`config.mk`:
```
export PLATFORM = sky130hd
export DESIGN_NAME = hash_cmd_sequencer
export DESIGN_NICKNAME = d
export VERILOG_FILES = /design/src/rtl/hash_cmd_sequencer.sv
export SDC_FILE = /design/constraint.sdc
export NUM_CORES = 1
export LEC_CHECK = 0
export CAP_MARGIN = 20
export CORE_UTILIZATION = 42
export DETAILED_ROUTE_END_ITERATION = 16
export GPL_TIMING_DRIVEN = 0
export PLACE_DENSITY = 0.86
export SLEW_MARGIN = 10
export SYNTH_ARGS = -nofsm -noshare
export SYNTH_HDL_FRONTEND = slang
export SYNTH_SLANG_ARGS = --single-unit
```
`constraint.sdc`:
```
create_clock -name clk -period 2 [get_ports clk]
set_input_delay 0.5 -clock clk [delete_from_list [all_inputs] [get_ports clk]]
set_output_delay 0.5 -clock clk [all_outputs]
set_load 0.01 [all_outputs]
```
`src/rtl/hash_cmd_sequencer.sv`:
```
// Turns KEY/DATA/CMD register writes into one hash-core request and serves register reads.
// Optional response timeout is enabled with `define HASH_SEQ_TIMEOUT_EN.
module hash_cmd_sequencer #(
  parameter int KEY_WIDTH      = 2,
  parameter int DATA_WIDTH     = 32,
  parameter int TIMEOUT_CYCLES = 255
) (
  input  logic                  clk,
  input  logic                  reset,
  input  logic                  wr_valid,
  input  logic [1:0]            wr_addr,
  input  logic [DATA_WIDTH-1:0] wr_data,
  output logic                  wr_ready,
  input  logic                  rd_valid,
  input  logic [1:0]            rd_addr,
  output logic                  rd_ready,
  output logic                  rdata_valid,
  output logic [DATA_WIDTH-1:0] rdata,
  input  logic                  rdata_ready,
  output logic                  req_valid,
  input  logic                  req_ready,
  output logic [1:0]            req_op,
  output logic [KEY_WIDTH-1:0]  req_key,
  output logic [DATA_WIDTH-1:0] req_data,
  input  logic                  rsp_valid,
  input  logic                  rsp_hit,
  input  logic [DATA_WIDTH-1:0] rsp_data
);

  typedef enum logic [1:0] {
    IDLE     = 2'd0,
    ISSUE    = 2'd1,
    WAIT_RSP = 2'd2
  } state_t;

  localparam logic [1:0] ADDR_KEY    = 2'd0;
  localparam logic [1:0] ADDR_DATA   = 2'd1;
  localparam logic [1:0] ADDR_CMD    = 2'd2;
  localparam logic [1:0] OP_LOOKUP   = 2'd0;
  localparam logic [1:0] OP_INVALID  = 2'd3;

  // Illegal parameter sets leave this marker block in the elaborated hierarchy.
  if (TIMEOUT_CYCLES < 1 || KEY_WIDTH > DATA_WIDTH || DATA_WIDTH < 4) begin : g_bad_params
    localparam bit BAD_PARAMS = 1'b1;
  end

  state_t                  state;
  state_t                  state_next;
  logic [KEY_WIDTH-1:0]    key_reg;
  logic [DATA_WIDTH-1:0]   data_reg;
  logic [1:0]              op_reg;
  logic                    done;
  logic                    error;
  logic                    hit;
  logic                    busy;
  logic                    cmd_go;
  logic                    cmd_bad;
  logic                    rsp_take;
  logic                    timed_out;
  logic                    rd_take;
  logic [DATA_WIDTH-1:0]   rd_mux;

`ifdef HASH_SEQ_TIMEOUT_EN
  localparam int CNT_W = $clog2(TIMEOUT_CYCLES + 1);
  localparam logic [CNT_W-1:0] CNT_LAST = CNT_W'(TIMEOUT_CYCLES - 1);
  logic [CNT_W-1:0] tmo_cnt;
`endif

  assign busy      = (state != IDLE);
  assign wr_ready  = (state == IDLE);
  assign req_valid = (state == ISSUE);
  assign req_op    = op_reg;
  assign req_key   = key_reg;
  assign req_data  = data_reg;

  always_ff @(posedge clk) begin
    if (!reset) begin
      state <= IDLE;
    end else begin
      state <= state_next;
    end
  end

  always_comb begin
    state_next = state;
    cmd_go     = 1'b0;
    cmd_bad    = 1'b0;
    rsp_take   = 1'b0;
    timed_out  = 1'b0;
    case (state)
      IDLE: begin
        if (wr_valid && wr_addr == ADDR_CMD) begin
          if (wr_data[1:0] == OP_INVALID) begin
            cmd_bad = 1'b1;
          end else begin
            cmd_go     = 1'b1;
            state_next = ISSUE;
          end
        end
      end
      ISSUE: begin
        if (req_ready) begin
          state_next = WAIT_RSP;
        end
      end
      WAIT_RSP: begin
        // A response in the final timeout cycle still counts as a normal response.
        if (rsp_valid) begin
          rsp_take   = 1'b1;
          state_next = IDLE;
        end
`ifdef HASH_SEQ_TIMEOUT_EN
        else if (tmo_cnt == CNT_LAST) begin
          timed_out  = 1'b1;
          state_next = IDLE;
        end
`endif
      end
      default: state_next = IDLE;
    endcase
  end

  always_ff @(posedge clk) begin
    if (!reset) begin
      key_reg  <= '0;
      data_reg <= '0;
      op_reg   <= '0;
      done     <= 1'b0;
      error    <= 1'b0;
      hit      <= 1'b0;
    end else begin
      if (state == IDLE && wr_valid) begin
        case (wr_addr)
          ADDR_KEY:  key_reg  <= wr_data[KEY_WIDTH-1:0];
          ADDR_DATA: data_reg <= wr_data;
          default:   ;
        endcase
      end
      if (cmd_go) begin
        op_reg <= wr_data[1:0];
        done   <= 1'b0;
        error  <= 1'b0;
        hit    <= 1'b0;
      end
      if (cmd_bad) begin
        done  <= 1'b1;
        error <= 1'b1;
        hit   <= 1'b0;
      end
      if (rsp_take) begin
        done  <= 1'b1;
        error <= 1'b0;
        hit   <= rsp_hit;
        if (op_reg == OP_LOOKUP && rsp_hit) begin
          data_reg <= rsp_data;
        end
      end
      if (timed_out) begin
        done  <= 1'b1;
        error <= 1'b1;
        hit   <= 1'b0;
      end
    end
  end

`ifdef HASH_SEQ_TIMEOUT_EN
  always_ff @(posedge clk) begin
    if (!reset) begin
      tmo_cnt <= '0;
    end else if (state == ISSUE && req_ready) begin
      tmo_cnt <= '0;
    end else if (state == WAIT_RSP) begin
      tmo_cnt <= tmo_cnt + 1'b1;
    end
  end
`endif

  // Single-entry read buffer; registers are sampled before any same-cycle update.
  assign rd_ready = !rdata_valid || rdata_ready;
  assign rd_take  = rd_valid && rd_ready;

  always_comb begin
    rd_mux = '0;
    case (rd_addr)
      2'd0:    rd_mux = DATA_WIDTH'(key_reg);
      2'd1:    rd_mux = data_reg;
      2'd2:    rd_mux = DATA_WIDTH'(op_reg);
      default: rd_mux = {{(DATA_WIDTH-4){1'b0}}, done, error, hit, busy};
    endcase
  end

  always_ff @(posedge clk) begin
    if (!reset) begin
      rdata_valid <= 1'b0;
      rdata       <= '0;
    end else if (rd_take) begin
      rdata_valid <= 1'b1;
      rdata       <= rd_mux;
    end else if (rdata_ready) begin
      rdata_valid <= 1'b0;
    end
  end

endmodule
```
* Word-level counts from Yosys, hierarchy flattened
Index checks and enable logic that the tools add are counted.
** Storage, ports and cells
- Register bits :: 74
- Logic and storage cells :: 63
- Input port bits :: 76
- Output and inout port bits :: 72
** Cells by class
- Equality and inequality tests :: 11
- Muxes and demuxes :: 25
- Bitwise gates (word level) :: 1
- Reductions and logical operators :: 17
** Operators with widths (number)
- $mux W32 :: 4
- $pmux W32 S3 :: 1
- $mux W1 :: 15
- $eq A2 B2 Y1 const B :: 4
- $logic_not A2 Y1 :: 4
- $mux W2 :: 4
- $eq A2 B1 Y1 const B :: 3
- $pmux W2 S3 :: 1
- $reduce_bool A2 Y1 :: 3
- $logic_and A1 B1 Y1 :: 4
- $ne A2 B1 Y1 const B :: 2
- $ne A2 B2 Y1 const B :: 2
- $reduce_and A4 Y1 :: 1
- $reduce_bool A3 Y1 :: 1
- $reduce_and A2 Y1 :: 1
- $reduce_or A2 Y1 :: 1
- $logic_not A1 Y1 :: 1
- $logic_or A1 B1 Y1 :: 1
- $not A1 Y1 :: 1

* Depth between registers and ports, before layout
Gate-level depths: netlist of run 1.
- Word-level depth :: 7
- Mapped depth :: 6
- Mapped depth without buffers :: 4

* Worst setup path before layout of run 1
OpenSTA, ideal clock, no wires.
- Path type :: input to register
- From :: input port rsp_hit
- To :: register data_reg[10], in the netlist req_data[10]
- Path buffers :: 3
- Cell stages on the path :: 6
- Slack :: 0.281 ns
- Data required time :: 1.909 ns
- Data arrival time :: 1.628 ns
- Path through :: or3b_1 clkbuf_1 or2_1 clkbuf_1 buf_2 a311oi_1
** Between the ends
- Longest elaborated chain between the ends :: 3
** Ends and longest elaborated chain
- start, declared :: line 26 : input logic rsp_hit,
- $logic_and A1 B1 Y1 :: line 154 : if (op_reg == OP_LOOKUP && rsp_hit) begin
- $mux W32 :: line 154
- $mux W32 :: line 150 : if (rsp_take) begin
- end signal, assigned :: line 135 : ADDR_DATA: data_reg <= wr_data;
- end signal, assigned :: line 155 : data_reg <= rsp_data;
- end, declared :: line 50 : logic [DATA_WIDTH-1:0] data_reg;
No other way between the ends.
A chain may end at the register's enable or synchronous reset.

* Final worst setup path of run 1
- From :: input port rdata_ready
- To :: output port rd_ready
** Between the ends
- Longest elaborated chain between the ends :: 1
** Ends and longest elaborated chain
- start, declared :: line 19 : input logic rdata_ready,
- $logic_or A1 B1 Y1 :: line 179 : assign rd_ready = !rdata_valid || rdata_ready;
- end, declared :: line 16 : output logic rd_ready,
No other way between the ends.

==> results of run 1 <==
==> through the flow <==
step	area, µm²	util	setup TNS, ns	instances	power, W
2_1_floorplan	3310	-	0	397	0.00176
3_3_place_gp	4900	0.637	-27.68	645	0.00206
3_5_place_dp	4900	0.637	-33.52	645	0.00207
4_1_cts	5150	0.671	0	659	0.00325
5_1_grt	5190	0.676	-0.00316	661	0.00335
6_report	5190	0.676	0	661	0.00327
==> metal layers <==
metal	vias to the layer above	track usage	wire (µm)
li1	1840	-	-
met1	1933	0.364	4890
met2	261	0.496	5960
met3	39	0.0488	1010
met4	0	0.135	369
met5	-	0	0
==> sequential cells by signal, summed over array words and instances, names as in the netlist <==
signal       count
done             1
hit              1
state            2
rdata_valid      1
req_data        32
req_op           2
req_key          2
rdata           32
error            1
==> where the power goes <==
group	leakage, nW	switching, W	internal [W]
Sequential	0.600	0.0000315	0.00151
Clock	0.106	0.000534	0.000671
Combinational	0.983	0.000260	0.000262
Total	1.69	0.000825	0.00244
==> synth_stat cells (4+ instances only) <==
master    instances
a21oi_1          37
a311oi_1         32
buf_1             4
buf_2             4
clkbuf_1         40
dfxtp_1          74
inv_1             4
nand3_1          36
nand4_1          31
nor2b_1           4
nor3_1           34
o21ai_0          37
o21ai_1          29
==> cell type report <==
| cell class | instances | share of cell area |
|---|---|---|
| clock inverter | 2 | 0.00674 |
| clock buffer | 13 | 0.0325 |
| inverter | 6 | 0.00530 |
| tap | 102 | 0.0246 |
| sequential | 74 | 0.285 |
| multi-input combinational | 268 | 0.317 |
| buffer | 47 | 0.0429 |
| timing repair buffer | 149 | 0.285 |
==> critical path, cell delays in order <==
cell and delay (ns):
dlygate4sd2_1 0.26, nor2b_4 0.18, clkinv_4 0.09, clkbuf_8 0.17, clkdlybuf4s15_2 0.23
==> cells by family after synthesis <==
kind of cell / share of synthesized area
flip-flops: 0.447
multiplexers: 0.0204
buffers and inverters: 0.0661
AND/OR/NAND/NOR: 0.206
AO/OA/AOI/OAI: 0.260
==> worst min-delay path by stage <==
stage | end | slack (ns) | depth (start not counted)
detailed placement | rdata[19] | 0.46 | 2
global placement | rdata[16] | 0.46 | 2
CTS | rdata[19] | 0.47 | 2
floorplan | hit | 0.46 | 2
finish | rdata[19] | 0.48 | 2
global route | rdata[17] | 0.50 | 2
==> repair_timing <==
| action | 4_1_cts | 5_1_grt |
|---|---|---|
| hold buffers | 0 | 0 |
| setup endpoints to repair | 53 | 31 |
| resized for setup | 27 | 19 |
| pin swaps | 0 | 1 |
| gates cloned | 0 | 0 |
| setup buffers | 1 | 2 |
==> cells in the final DEF, fill, tap and decap left out, types with 3 or more instances in the layout <==
master	n
a21oi_1	37
inv_1	4
nor3_1	34
clkbuf_8	13
o21ai_1	29
clkdlybuf4s50_1	142
clkbuf_1	25
nand4_1	31
dlygate4sd2_1	3
buf_4	5
buf_2	4
o21ai_0	37
clkbuf_2	13
nand3_1	36
a311oi_1	31
dfxtp_1	73
==> flow_summary.json, run 1 <==
{
  "ys_seq_elements": 74,
  "synthFlopType": "dfxtp_1",
  "rows": 32,
  "die_area_mm2": 0.00824,
  "finalNetCount": 631,
  "ys_top_cells_by_area": "dfxtp_1 (45%), a311oi_1 (8.5%), nand4_1 (5.9%)",
  "outcome": "finished clean",
  "yosysWarnings": 0,
  "seqCellArea_mm2": 0.00148,
  "diodes": 0,
  "p_per_area_mw_per_mm2": 629,
  "min_path_type": "flip-flop to flip-flop",
  "maxSlewHeadroom": 0.643,
  "finalWirelength_um": 12200,
  "ys_async_sr_fraction": 0,
  "grt_overflow": 0,
  "grt_pass1_wl_um": 19400,
  "drt_first_iter_violations": 360,
  "cp.required_ns": 1.50,
  "port_buffers": 146,
  "hold_viol_final": 0,
  "timing.final.crit_share": 0.964,
  "place.gp.congestion": 0.917,
  "drt_first_pass_iters": 5,
  "drive_gt1_frac": 0.0966,
  "die_x_um": 90.8,
  "vias": 4073,
  "clk_pin_slew_ns": 0.07,
  "post-place-ws_ns": -0.873,
  "final_antenna_net_count": 0,
  "syn_area_per_cell_um2": 8.34,
  "die_y_um": 90.8,
  "root_buffer": "clkbuf_8",
  "peakVddDrop_uv": 357,
  "fp.coreArea_mm2": 0.00769,
  "fin_crit_ns": 1.93,
  "antenna_found_initial": 0,
  "multi_input_area_mm2": 0.00165,
  "finalClockSkew_ns": 0.00810,
  "ff2ff_setup_slack_ns": 0.29,
  "critical_path.max_fanout": 10,
  "nFillCells": 628,
  "power.leakage_nw": 1.69,
  "tightest_slew_ns": 0.535,
  "grt_pass1_vias": 3926,
  "yosysSeqAreaShare": 0.447,
  "wire_per_inst_um": 18.5,
  "fin_ws_ns": 0.0723,
  "fmax_mhz": 519,
  "yosys.area.top_type": "dfxtp_1",
  "rr_endpoint": "error",
  "endpoint": "rd_ready",
  "fin_hold_ws_ns": 0.475,
  "cts.sinks": 74,
  "io_pins": 148,
  "post_drt_via_cell_ratio": 6.16,
  "worstSkewPairLatency_ns": 0.34,
  "syn_nets": 473,
  "clockBufferDepth": 2,
  "cp-end-kind": "primary output",
  "hold_start": "rdata[19]",
  "crit_start": "rdata_ready",
  "cts_buffers": 9,
  "syn2layout_area_growth_pct": 56.9,
  "route.detailed.drc": 0,
  "maxCapViolations": 0,
  "netlist_area_mm2": 0.00331,
  "setup_viol_count_final": 0,
  "synth.distinct_cells": 35,
  "path_class": "input pin to primary output",
  "r2r-start": "state[1]",
  "initial_utilization": 0.431,
  "cts-htree-levels": 3,
  "synth.top_cell.area_share": 0.447,
  "netlist_instances": 397,
  "cts_tree": "done",
  "dp_hpwl_um": 8750,
  "track_usage": 0.293,
  "setup.worst_path.start_class": "input pin",
  "reg2reg_depth": 5,
  "slew_viol_final": 0,
  "arrival_ns": 1.43,
  "grt_max_degree": 12,
  "synth_edf_count": 0
}
(Power assumes the default switching activity.)
==> run 2: changes to the inputs <==
CORE_ASPECT_RATIO = 1.25   (was unset)
CTS_CLUSTER_DIAMETER = 60   (was unset)
==> flow_summary.json, run 2 (synthesis results as in run 1) <==
{
  "final_cells": 656,
  "rsz0062_at_grt": "yes",
  "rows": 35,
  "drive_gt1_frac": 0.121,
  "drt_first_iter_violations": 342,
  "syn2layout_area_growth_pct": 59.4,
  "drt_first_pass_iters": 6,
  "cts_buffers": 9,
  "finalNetCount": 635,
  "cp_slowest_cell": "clkdlybuf4s50_1",
  "power.leakage_nw": 1.71,
  "path_class": "input pin to flip-flop",
  "timing.final.crit_share": 0.993,
  "dp_hpwl_um": 8980,
  "cts_tree": "done",
  "grt_max_degree": 14,
  "die_x_um": 81.4,
  "final_antenna_net_count": 0,
  "p_per_area_mw_per_mm2": 612,
  "wire_per_inst_um": 19.2,
  "grt_pass1_wl_um": 19100,
  "finalWirelength_um": 12600,
  "cts.sinks": 74,
  "setup_viol_count_final": 0,
  "setup.worst_path.start_class": "input pin",
  "cp.required_ns": 2.25,
  "maxSlewHeadroom": 0.474,
  "cp_top_family": "buffers and inverters",
  "design_area_mm2": 0.00528,
  "cp_slowest_stage_delay_ns": 0.48,
  "dp.cells": 635,
  "hold_buffers": 0,
  "r2r-start": "state[1]",
  "vias": 4084,
  "outcome": "finished clean",
  "port_buffers": 146,
  "die_y_um": 101,
  "grt_pass1_vias": 3846,
  "peakVddDrop_uv": 372,
  "critical_path.max_fanout": 10,
  "arrival_ns": 2.24,
  "place.gp.congestion": 0.887,
  "fin_hold_ws_ns": 0.481,
  "diodes": 0,
  "tightest_slew_ns": 0.778,
  "fin_setup_tns_ns": 0,
  "grt_overflow": 0,
  "root_buffer": "clkbuf_8",
  "clockBufferDepth": 2,
  "fmax_mhz": 503,
  "nFillCells": 541,
  "slew_viol_final": 0,
  "die_area_mm2": 0.00824,
  "final_cell_mix": "clkdlybuf4s50_1 (142), dfxtp_1 (73), o21ai_0 (37), a21oi_1 (37), nand3_1 (36)",
  "path_cells": "clkdlybuf4s50_1 -> or3b_4 -> or2_1 -> clkbuf_2 -> buf_6 -> a311oi_1",
  "maxCapViolations": 0,
  "io_pins": 148,
  "hold_start": "rdata[7]",
  "path_buf_inv": 3,
  "place_area_mm2": 0.00489,
  "grtUsageMet1": 0.371,
  "antenna_found_initial": 0,
  "worstSkewPairLatency_ns": 0.35,
  "layout_commonest_cell": "clkdlybuf4s50_1",
  "gr-usage-met3": 0.0414,
  "clk_pin_slew_ns": 0.07,
  "min_path_type": "flip-flop to flip-flop",
  "finalClockSkew_ns": 0.00964,
  "fp.coreArea_mm2": 0.00749,
  "grt_use_met2": 0.502,
  "track_usage": 0.303,
  "initial_utilization": 0.442,
  "fin_crit_ns": 1.99,
  "post_drt_via_cell_ratio": 6.23,
  "crit_start": "rsp_hit",
  "route.detailed.drc": 0,
  "hold_viol_final": 0,
  "grt-busiest-layer": "met2",
  "cp-end-kind": "flip-flop",
  "cts-htree-levels": 3
}
-- run 2: cell types whose count changed in the layout (fill, tap and decap cells not counted), sizes merged --
cell | before | now
buf | 12 | 15
clkbuf | 51 | 48
clkdlybuf4s15 | 1 | 0
clkinv | 2 | 4
clkinvlp | 0 | 2
dlygate4sd2 | 3 | 4
inv | 5 | 6
-- run 2: worst paths after layout --
| kind | slack [ns] | end | cells past startpoint |
|---|---|---|---|
| hold / removal | 0.48 | rdata[7] | 2 |
| setup reg to reg | 0.27 | error | 5 |
| hold reg to reg | 0.48 | rdata[7] | 2 |
| setup / recovery | 0.01 | req_data[15] | 6 |
-- run 2: what timing repair did --
action	CTS	global route
endpoints found under the setup margin	53	51
buffers inserted	1	5
gates resized for setup	26	34
pin swaps	0	0
cloned	0	0
-- run 2: final cells by class --
class                      count  area [µm²]  share of cell area
multi-input combinational    268        1720               0.325
timing repair buffer         152        1500               0.285
sequential                    74        1480               0.281
buffer                        48         241              0.0458
clock buffer                   9         124              0.0235
tap                           92         115              0.0218
clock inverter                 7        68.8              0.0130
inverter                       6        27.5             0.00522
-- run 2: worst reg2reg max path: cells and delay by family (launching register included) --
| kind | cells | cell delay, ns |
|---|---|---|
| AO/OA/AOI/OAI | 1 | 0.17 |
| buffers and inverters | 2 | 0.31 |
| AND/OR/NAND/NOR | 2 | 0.87 |
| flip-flops | 1 | 0.31 |
-- run 2: where the power goes --
group / switching, W / leakage (nW) / internal (W)
Combinational: 0.000266 / 1.01 / 0.000270
Sequential: 0.0000326 / 0.600 / 0.00151
Clock: 0.000580 / 0.0954 / 0.000574
Total: 0.000878 / 1.71 / 0.00235
-- run 2: stage by stage --
step                      setup WS, ns  total power (W)  utilization
after floorplan                  0.281          0.00176            -
after global placement          -0.842          0.00206        0.653
after detailed placement        -0.860          0.00207        0.653
after CTS                      0.00301          0.00319        0.687
after global routing          -0.00220          0.00333        0.705
final                           0.0131          0.00323        0.705
-- run 2: layer usage --
layer / wire length (µm) / up-vias / part of all wire
met2: 6410 / 264 / 0.51
met3: 1030 / 49 / 0.082
met4: 539 / 0 / 0.043
met1: 4610 / 1921 / 0.37
li1: - / 1850 / -
met5: 0 / - / 0
==> run 3: changes to the inputs <==
--- a/config.mk
+++ b/config.mk
@@ -9,2 +9,3 @@
 export CORE_ASPECT_RATIO = 1.25
+export CORE_MARGIN = 2
 export CORE_UTILIZATION = 42
--- a/constraint.sdc
+++ b/constraint.sdc
@@ -3,2 +3,2 @@
 set_output_delay 0.5 -clock clk [all_outputs]
-set_load 0.01 [all_outputs]
+set_load 0.1 [all_outputs]
==> flow_summary.json, run 3 (synthesis results as in run 1) <==
{
  "outcome": "finished clean",
  "drt_first_pass_iters": 5,
  "finalWirelength_um": 12300,
  "cp.required_ns": 2.21,
  "cp-end-kind": "flip-flop",
  "fp.coreArea_mm2": 0.00770,
  "path_class": "input pin to flip-flop",
  "critical_path.max_fanout": 10,
  "r2r-start": "state[0]",
  "maxSlewHeadroom": 0.574,
  "arrival_ns": 2.15,
  "antenna_found_initial": 0,
  "fin_ws_ns": 0.0632,
  "dp_hpwl_um": 9070,
  "hold_buffers": 0,
  "track_usage": 0.273,
  "fin_setup_tns_ns": 0,
  "hold_viol_final": 0,
  "io_pins": 148,
  "root_buffer": "clkbuf_8",
  "fin_crit_ns": 1.94,
  "min_to": "rdata[5]",
  "clk_pin_slew_ns": 0.08,
  "grt_max_degree": 17,
  "die_x_um": 83.4,
  "setup_viol_count_final": 0,
  "finalNetCount": 632,
  "final_cell_mix": "clkdlybuf4s50_1 (74), dfxtp_1 (71), clkdlybuf4s15_2 (67), o21ai_0 (37), a21oi_1 (37)",
  "cts_tree": "done",
  "peakVddDrop_uv": 358,
  "ff2ff_setup_slack_ns": 0.20,
  "finalClockSkew_ns": 0.00747,
  "min_path_type": "flip-flop to flip-flop",
  "route.detailed.drc": 0,
  "layout_commonest_cell": "clkdlybuf4s50_1",
  "grt_pass1_vias": 3905,
  "wire_per_inst_um": 18.8,
  "grt_overflow": 0,
  "maxCapViolations": 0,
  "p_per_area_mw_per_mm2": 627,
  "fmax_mhz": 516,
  "initial_utilization": 0.430,
  "port_buffers": 146,
  "cts.sinks": 74,
  "power.leakage_nw": 1.69,
  "worstSkewPairLatency_ns": 0.35,
  "cts-htree-levels": 3,
  "cts_buffers": 9,
  "min_path_cells": 2,
  "slew_viol_final": 0,
  "reg2reg_depth": 4,
  "vias": 4011,
  "place.gp.congestion": 0.917,
  "die_area_mm2": 0.00861,
  "post-place-ws_ns": -1.27,
  "die_y_um": 103,
  "rows": 36,
  "diodes": 0,
  "clockBufferDepth": 2,
  "setup.worst_path.start_class": "input pin",
  "grt_pass1_wl_um": 19100,
  "rr_endpoint": "req_data[20]",
  "timing.final.crit_share": 0.968,
  "post_drt_via_cell_ratio": 6.12,
  "final_antenna_net_count": 0,
  "syn2layout_area_growth_pct": 58.3,
  "tightest_slew_ns": 0.639,
  "drt_first_iter_violations": 292,
  "drive_gt1_frac": 0.230,
  "hold_start": "rdata[5]"
}
## run 3: changes by cell type in the layout (fill, tap and decap cells not counted), moves of 2 or more
cell / previous run / this run
clkdlybuf4s50_1: 142 / 74
clkdlybuf4s15_2: 0 / 67
a311oi_1: 18 / 26
a311oi_2: 14 / 6
dlygate4sd2_1: 4 / 0
buf_6: 4 / 1
clkbuf_1: 26 / 29
buf_4: 6 / 8
clkinvlp_4: 2 / 0
dfxtp_1: 73 / 71
## run 3: power breakdown
group,internal (W),switching [W]
Clock,0.000436,0.000554
Sequential,0.00151,0.0000321
Combinational,0.000256,0.000500
## run 3: critical path, cell delays in order
cell and delay [ns]:
clkdlybuf4s50_1 0.52, or3b_1 0.47, clkbuf_1 0.28, o21ai_0 0.25, a311oi_1 0.13
## run 3: layout make-up
class,instances,area (µm²)
fill,626,2460
inverter,6,27.5
tap,95,119
clock buffer,11,131
buffer,46,208
timing repair buffer,151,1570
sequential,74,1490
clock inverter,4,20.0
multi-input combinational,268,1670
## run 3: timing repair
action,in CTS,in global routing
setup endpoints to repair,122,56
pin swaps,0,0
setup buffers,1,4
resized for setup,235,31
## run 3: worst max-delay path by stage
stage	cells past startpoint	slack [ns]	start	to
floorplan	3	0.11	rdata_valid	rd_ready
global placement	5	-1.28	rdata_ready	rd_ready
detailed placement	5	-1.27	rdata_ready	rd_ready
CTS	6	0.004	rsp_hit	req_data[20]
global route	5	-0.007	wr_valid	req_data[13]
finish	5	0.06	wr_valid	req_data[21]
## run 3: stage by stage
| stage | hold slack (ns) | total power (W) | area (µm²) | cells | util |
|---|---|---|---|---|---|
| finish | 0.474 | 0.00329 | 5240 | 655 | 0.680 |
| global route | 0.497 | 0.00337 | 5240 | 655 | 0.680 |
| CTS | 0.476 | 0.00325 | 5160 | 652 | 0.670 |
| detailed placement | 0.468 | 0.00231 | 4900 | 638 | 0.637 |
| global placement | 0.458 | 0.00230 | 4900 | 638 | 0.637 |
| floorplan | 0.461 | 0.00200 | 3320 | 397 | - |
## run 3: layer usage
layer,global-route usage,up-vias,wire [µm],part of all wire
met5,0,-,0,0
met4,0.138,0,541,0.044
met3,0.0540,52,983,0.080
met2,0.470,258,6040,0.49
met1,0.331,1864,4760,0.39
li1,-,1837,-,-
==> RTL edit 1: new RTL, config.mk and constraints of run 2 <==
Set the parameter `DATA_WIDTH` to 28 (it was 32).
--- a/src/rtl/hash_cmd_sequencer.sv
+++ b/src/rtl/hash_cmd_sequencer.sv
@@ -2,7 +2,7 @@
 // Optional response timeout is enabled with `define HASH_SEQ_TIMEOUT_EN.
 module hash_cmd_sequencer #(
   parameter int KEY_WIDTH      = 2,
-  parameter int DATA_WIDTH     = 32,
+  parameter int DATA_WIDTH     = 28,
   parameter int TIMEOUT_CYCLES = 255
 ) (
   input  logic                  clk,
Interface: changed (resized rdata, req_data, rsp_data and wr_data); port bits go from 148 to 132. No check against the original RTL was run, so the function may have changed too.
==> RTL edit 1 against run 2 <==
- global-route usage fell by 1.2 points
- wire length fell by 14%
- worst setup slack improved by 0.061 ns
- combinational power fell by 13%
- area after synthesis fell by 10%
- total power barely moved
- sequential cell count fell by 8
- cell area fell by 11%
- highest routed layer unchanged
==> RTL edit 1: results (changes against run 2) <==
Initial DRT Pass Iterations: 5 (was 6)
largest net degree at the start of global routing: 13 (was 14)
Compound-Gate Fraction of Synth Area: 25.7% (was 26.0%)
register area share after synthesis: 44.4% (was 44.7%)
Routability Congestion: 0.875 (was 0.887)
worst-case vdd ir drop: 387 uV (was 372 uV)
PortBufs: 131 (was 146)
LEAKAGE: 1.56 nW (was 1.71 nW)
first-pass GRT wire length: 16.8 mm (was 19.1 mm)
CP arrival: 2.16 ns (was 2.24 ns)
Worst Setup EP: req_data[9] (was req_data[15])
Worst Skew: 0.00917 ns (was 0.00964 ns)
initial antenna violation count: 0 (unchanged)
post-placement cell count: 574 (was 635)
fillers: 537 (was 541)
initial DRC count: 280 (was 342)
Synth Instances: 356 (was 397)
placed inst area: 4390 um^2 (was 4890 um^2)
worst slew pin tran: 0.536 ns (was 0.778 ns)
gr usage total: 29.2% (was 30.3%)
reg2reg setup slack: 0.24 ns (was 0.27 ns)
worst slack, placed: -0.534 ns (was -0.860 ns)
hpwl dp: 7.93 mm (was 8.98 mm)
Tcrit/Tclk final: 96.3% (was 99.3%)
Vias/cell: 6.16 (was 6.23)
outcome: finished, final reports clean (unchanged)
WL final: 10.9 mm (was 12.6 mm)
## RTL edit 1: power by group
part,switching [mW],leakage [nW],internal (mW)
Clock,0.523,0.119,0.864
Combinational,0.229,0.907,0.241
Sequential,0.0292,0.535,1.35
Total,0.781,1.56,2.45
## RTL edit 1: logic make-up after synthesis
kind of cell / Yosys count
compound gates: 126
buf+inv: 50
flops: 66
mux: 4
simple gates: 110
## RTL edit 1: per-layer routing
metal / global-route usage [%] / wire [um]
met1: 34.1 / 4150
met2: 52.6 / 5620
met3: 4.36 / 758
met4: 13.7 / 327
met5: 0 / 0
## RTL edit 1: what timing repair did
item,4_1_cts,5_1_grt
endpoints found under the setup margin,23,36
setup buffers,1,3
resized for setup,22,17
## RTL edit 1: layout make-up
class / count / area [um^2] / area share, %
multi-input combinational: 240 / 1490 / 31.6
inverter: 6 / 22.5 / 0.477
sequential: 66 / 1320 / 28.0
tap: 87 / 109 / 2.31
timing repair buffer: 135 / 1340 / 28.5
clock buffer: 10 / 138 / 2.92
clock inverter: 6 / 114 / 2.41
buffer: 40 / 183 / 3.87
## RTL edit 1: worst min-delay path by stage
stage               startpoint   endpoint  slack, ns  depth (start not counted)
floorplan                  hit        hit       0.46                          2
global placement     rdata[17]  rdata[17]       0.46                          2
detailed placement   rdata[20]  rdata[20]       0.47                          2
CTS                  rdata[20]  rdata[20]       0.48                          2
global route         rdata[20]  rdata[20]       0.50                          2
finish               rdata[20]  rdata[20]       0.48                          2
## RTL edit 1: worst max-delay path, stage by stage
cell             delay [ns]
clkdlybuf4s50_1        0.48
or3b_1                 0.40
or2_4                  0.31
buf_2                  0.21
a311oi_1               0.26
==> RTL edit 2: new RTL, flow settings as in run 2 <==
Without the edit above. The 3 states of `state_t` get a one-hot encoding in 3 bits.
--- a/src/rtl/hash_cmd_sequencer.sv
+++ b/src/rtl/hash_cmd_sequencer.sv
@@ -27,10 +27,10 @@
   input  logic [DATA_WIDTH-1:0] rsp_data
 );
 
-  typedef enum logic [1:0] {
-    IDLE     = 2'd0,
-    ISSUE    = 2'd1,
-    WAIT_RSP = 2'd2
+  typedef enum logic [2:0] {
+    IDLE     = 3'b001,
+    ISSUE    = 3'b010,
+    WAIT_RSP = 3'b100
   } state_t;
 
   localparam logic [1:0] ADDR_KEY    = 2'd0;
Formal check against the unedited RTL: no difference found for any inputs over 10 cycles, from zero or initial values and one cycle with reset low; not proved beyond that.
==> RTL edit 2 against run 2 <==
- hold slack gained 0.00073 ns
- sequential cell count grew 1
- global-route usage shrank 2.0 points
- total power grew 3.2%
- wire length shrank 0.25%
- cell area grew 0.28%
- synthesized cell count grew 2.8%
- area after synthesis grew 3.6%
- worst setup slack gained 0.031 ns
- cell count grew 1.4%
- critical endpoint is now req_data[14]
==> RTL edit 2: results (changes against run 2) <==
Final clock-cell share: 4.09% (was 3.65%)
Final non-clock buffer share: 32.2% (was 33.0%)
Routability Congestion: 0.840 (was 0.887)
vias after detailed routing: 4,161 (was 4,084)
LEAKAGE: 1.69 nW (was 1.71 nW)
first-pass GRT wire length: 19.1 mm (about the same)
Area contributors post-synth: dfxtp_1 (44%), o21ai_0 (9.3%), a311oi_1 (7.9%) (was dfxtp_1 (45%), a311oi_1 (8.5%), nand4_1 (5.9%))
post-synthesis cell type count: 44 (was 35)
top post-synthesis cells by count: dfxtp_1 (75), o21ai_0 (64), clkbuf_1 (38), a21oi_1 (37) (was dfxtp_1 (74), clkbuf_1 (40), a21oi_1 (37), o21ai_0 (37), nand3_1 (36))
buffers outside the clock class: 196 (was 200)
post-placement cell count: 649 (was 635)
fillers: 623 (was 541)
worst-case vdd ir drop: 454 uV (was 372 uV)
hpwl dp: 9.04 mm (was 8.98 mm)
Post-CTS Setup Bufs: 3 (was 1)
Synth Instances: 408 (was 397)
CTS Buf Count: 9 (unchanged)
Signal inverters: 7 (was 6)
multi-input gates: 276 (was 268)
Vias/cell: 6.26 (was 6.23)
vias in the first global route: 3,923 (was 3,846)
FF/Latch Area: 1500 um^2 (was 1480 um^2)
worst slack, placed: -0.833 ns (was -0.860 ns)
largest net degree at the start of global routing: 18 (was 14)
synthesis-stage register bit count: 75 (was 74)
outcome: finished, final reports clean (unchanged)
PortBufs: 146 (unchanged)
layout cells sized above 1: 10.9% (was 12.1%)
DR WL/cell: 18.9 um (was 19.2 um)
net count reported at finish: 641 (was 635)
Post-Synthesis Net Count: 484 (was 473)
register area share after synthesis: 43.8% (was 44.7%)
area of the multi-input gates: 1710 um^2 (was 1720 um^2)
Worst Skew: 0.00727 ns (was 0.00964 ns)
clk root buf: clkbuf_8 (unchanged)
worst slew pin tran: 0.588 ns (was 0.778 ns)
Initial DRT Pass Iterations: 5 (was 6)
CTS resizes: 27 (was 26)
[RTL edit 2: changes by cell type after synthesis, moves of 2 or more]
| cell | change |
|---|---|
| nor2b_1 | -2 |
| o21ai_0 | +27 |
| nor3_1 | +2 |
| nor2_1 | -2 |
| o21ai_1 | -25 |
| a31oi_1 | +3 |
| o311a_1 | -2 |
| nor4_1 | +2 |
| buf_6 | +2 |
| clkbuf_1 | -2 |
[RTL edit 2: cell families after synthesis]
family,Yosys count,synth area share [%]
AND/OR/NAND/NOR,126,21.5
flip-flops,75,43.8
buffers and inverters,57,7.12
multiplexers,4,1.97
AO/OA/AOI/OAI,146,25.7
[RTL edit 2: where the power goes]
part / total (mW) / leakage, nW / internal, mW / switching [mW]
combinational: 0.505 / 0.980 / 0.252 / 0.253
clock: 1.28 / 0.101 / 0.697 / 0.581
sequential: 1.55 / 0.607 / 1.52 / 0.0285
[RTL edit 2: critical path: stages]
cell	delay, ns
clkdlybuf4s50_1	0.55
or4b_4	0.59
clkbuf_2	0.22
o21ai_0	0.20
a311oi_1	0.12
[RTL edit 2: stage by stage]
step | util [%] | area (um^2)
finish | 67.5 | 5290
detailed placement | 63.9 | 5010
CTS | 67.3 | 5280
global route | 67.5 | 5290
floorplan | - | 3430
global placement | 63.9 | 5010
[RTL edit 2: worst paths after layout]
kind         startpoint            to  slack (ns)  cells past startpoint
max          wr_addr[1]  req_data[14]        0.04                      5
min            rdata[3]      rdata[3]        0.48                      2
max reg2reg    state[2]      rdata[0]        0.11                      5
min reg2reg    rdata[3]      rdata[3]        0.48                      2
[RTL edit 2: per-layer routing]
metal | part of all wire [%] | track usage, %
met1 | 38 | 31.9
met2 | 52 | 51.0
met3 | 7.6 | 5.12
met5 | 0 | 0
met4 | 2.5 | 16.0
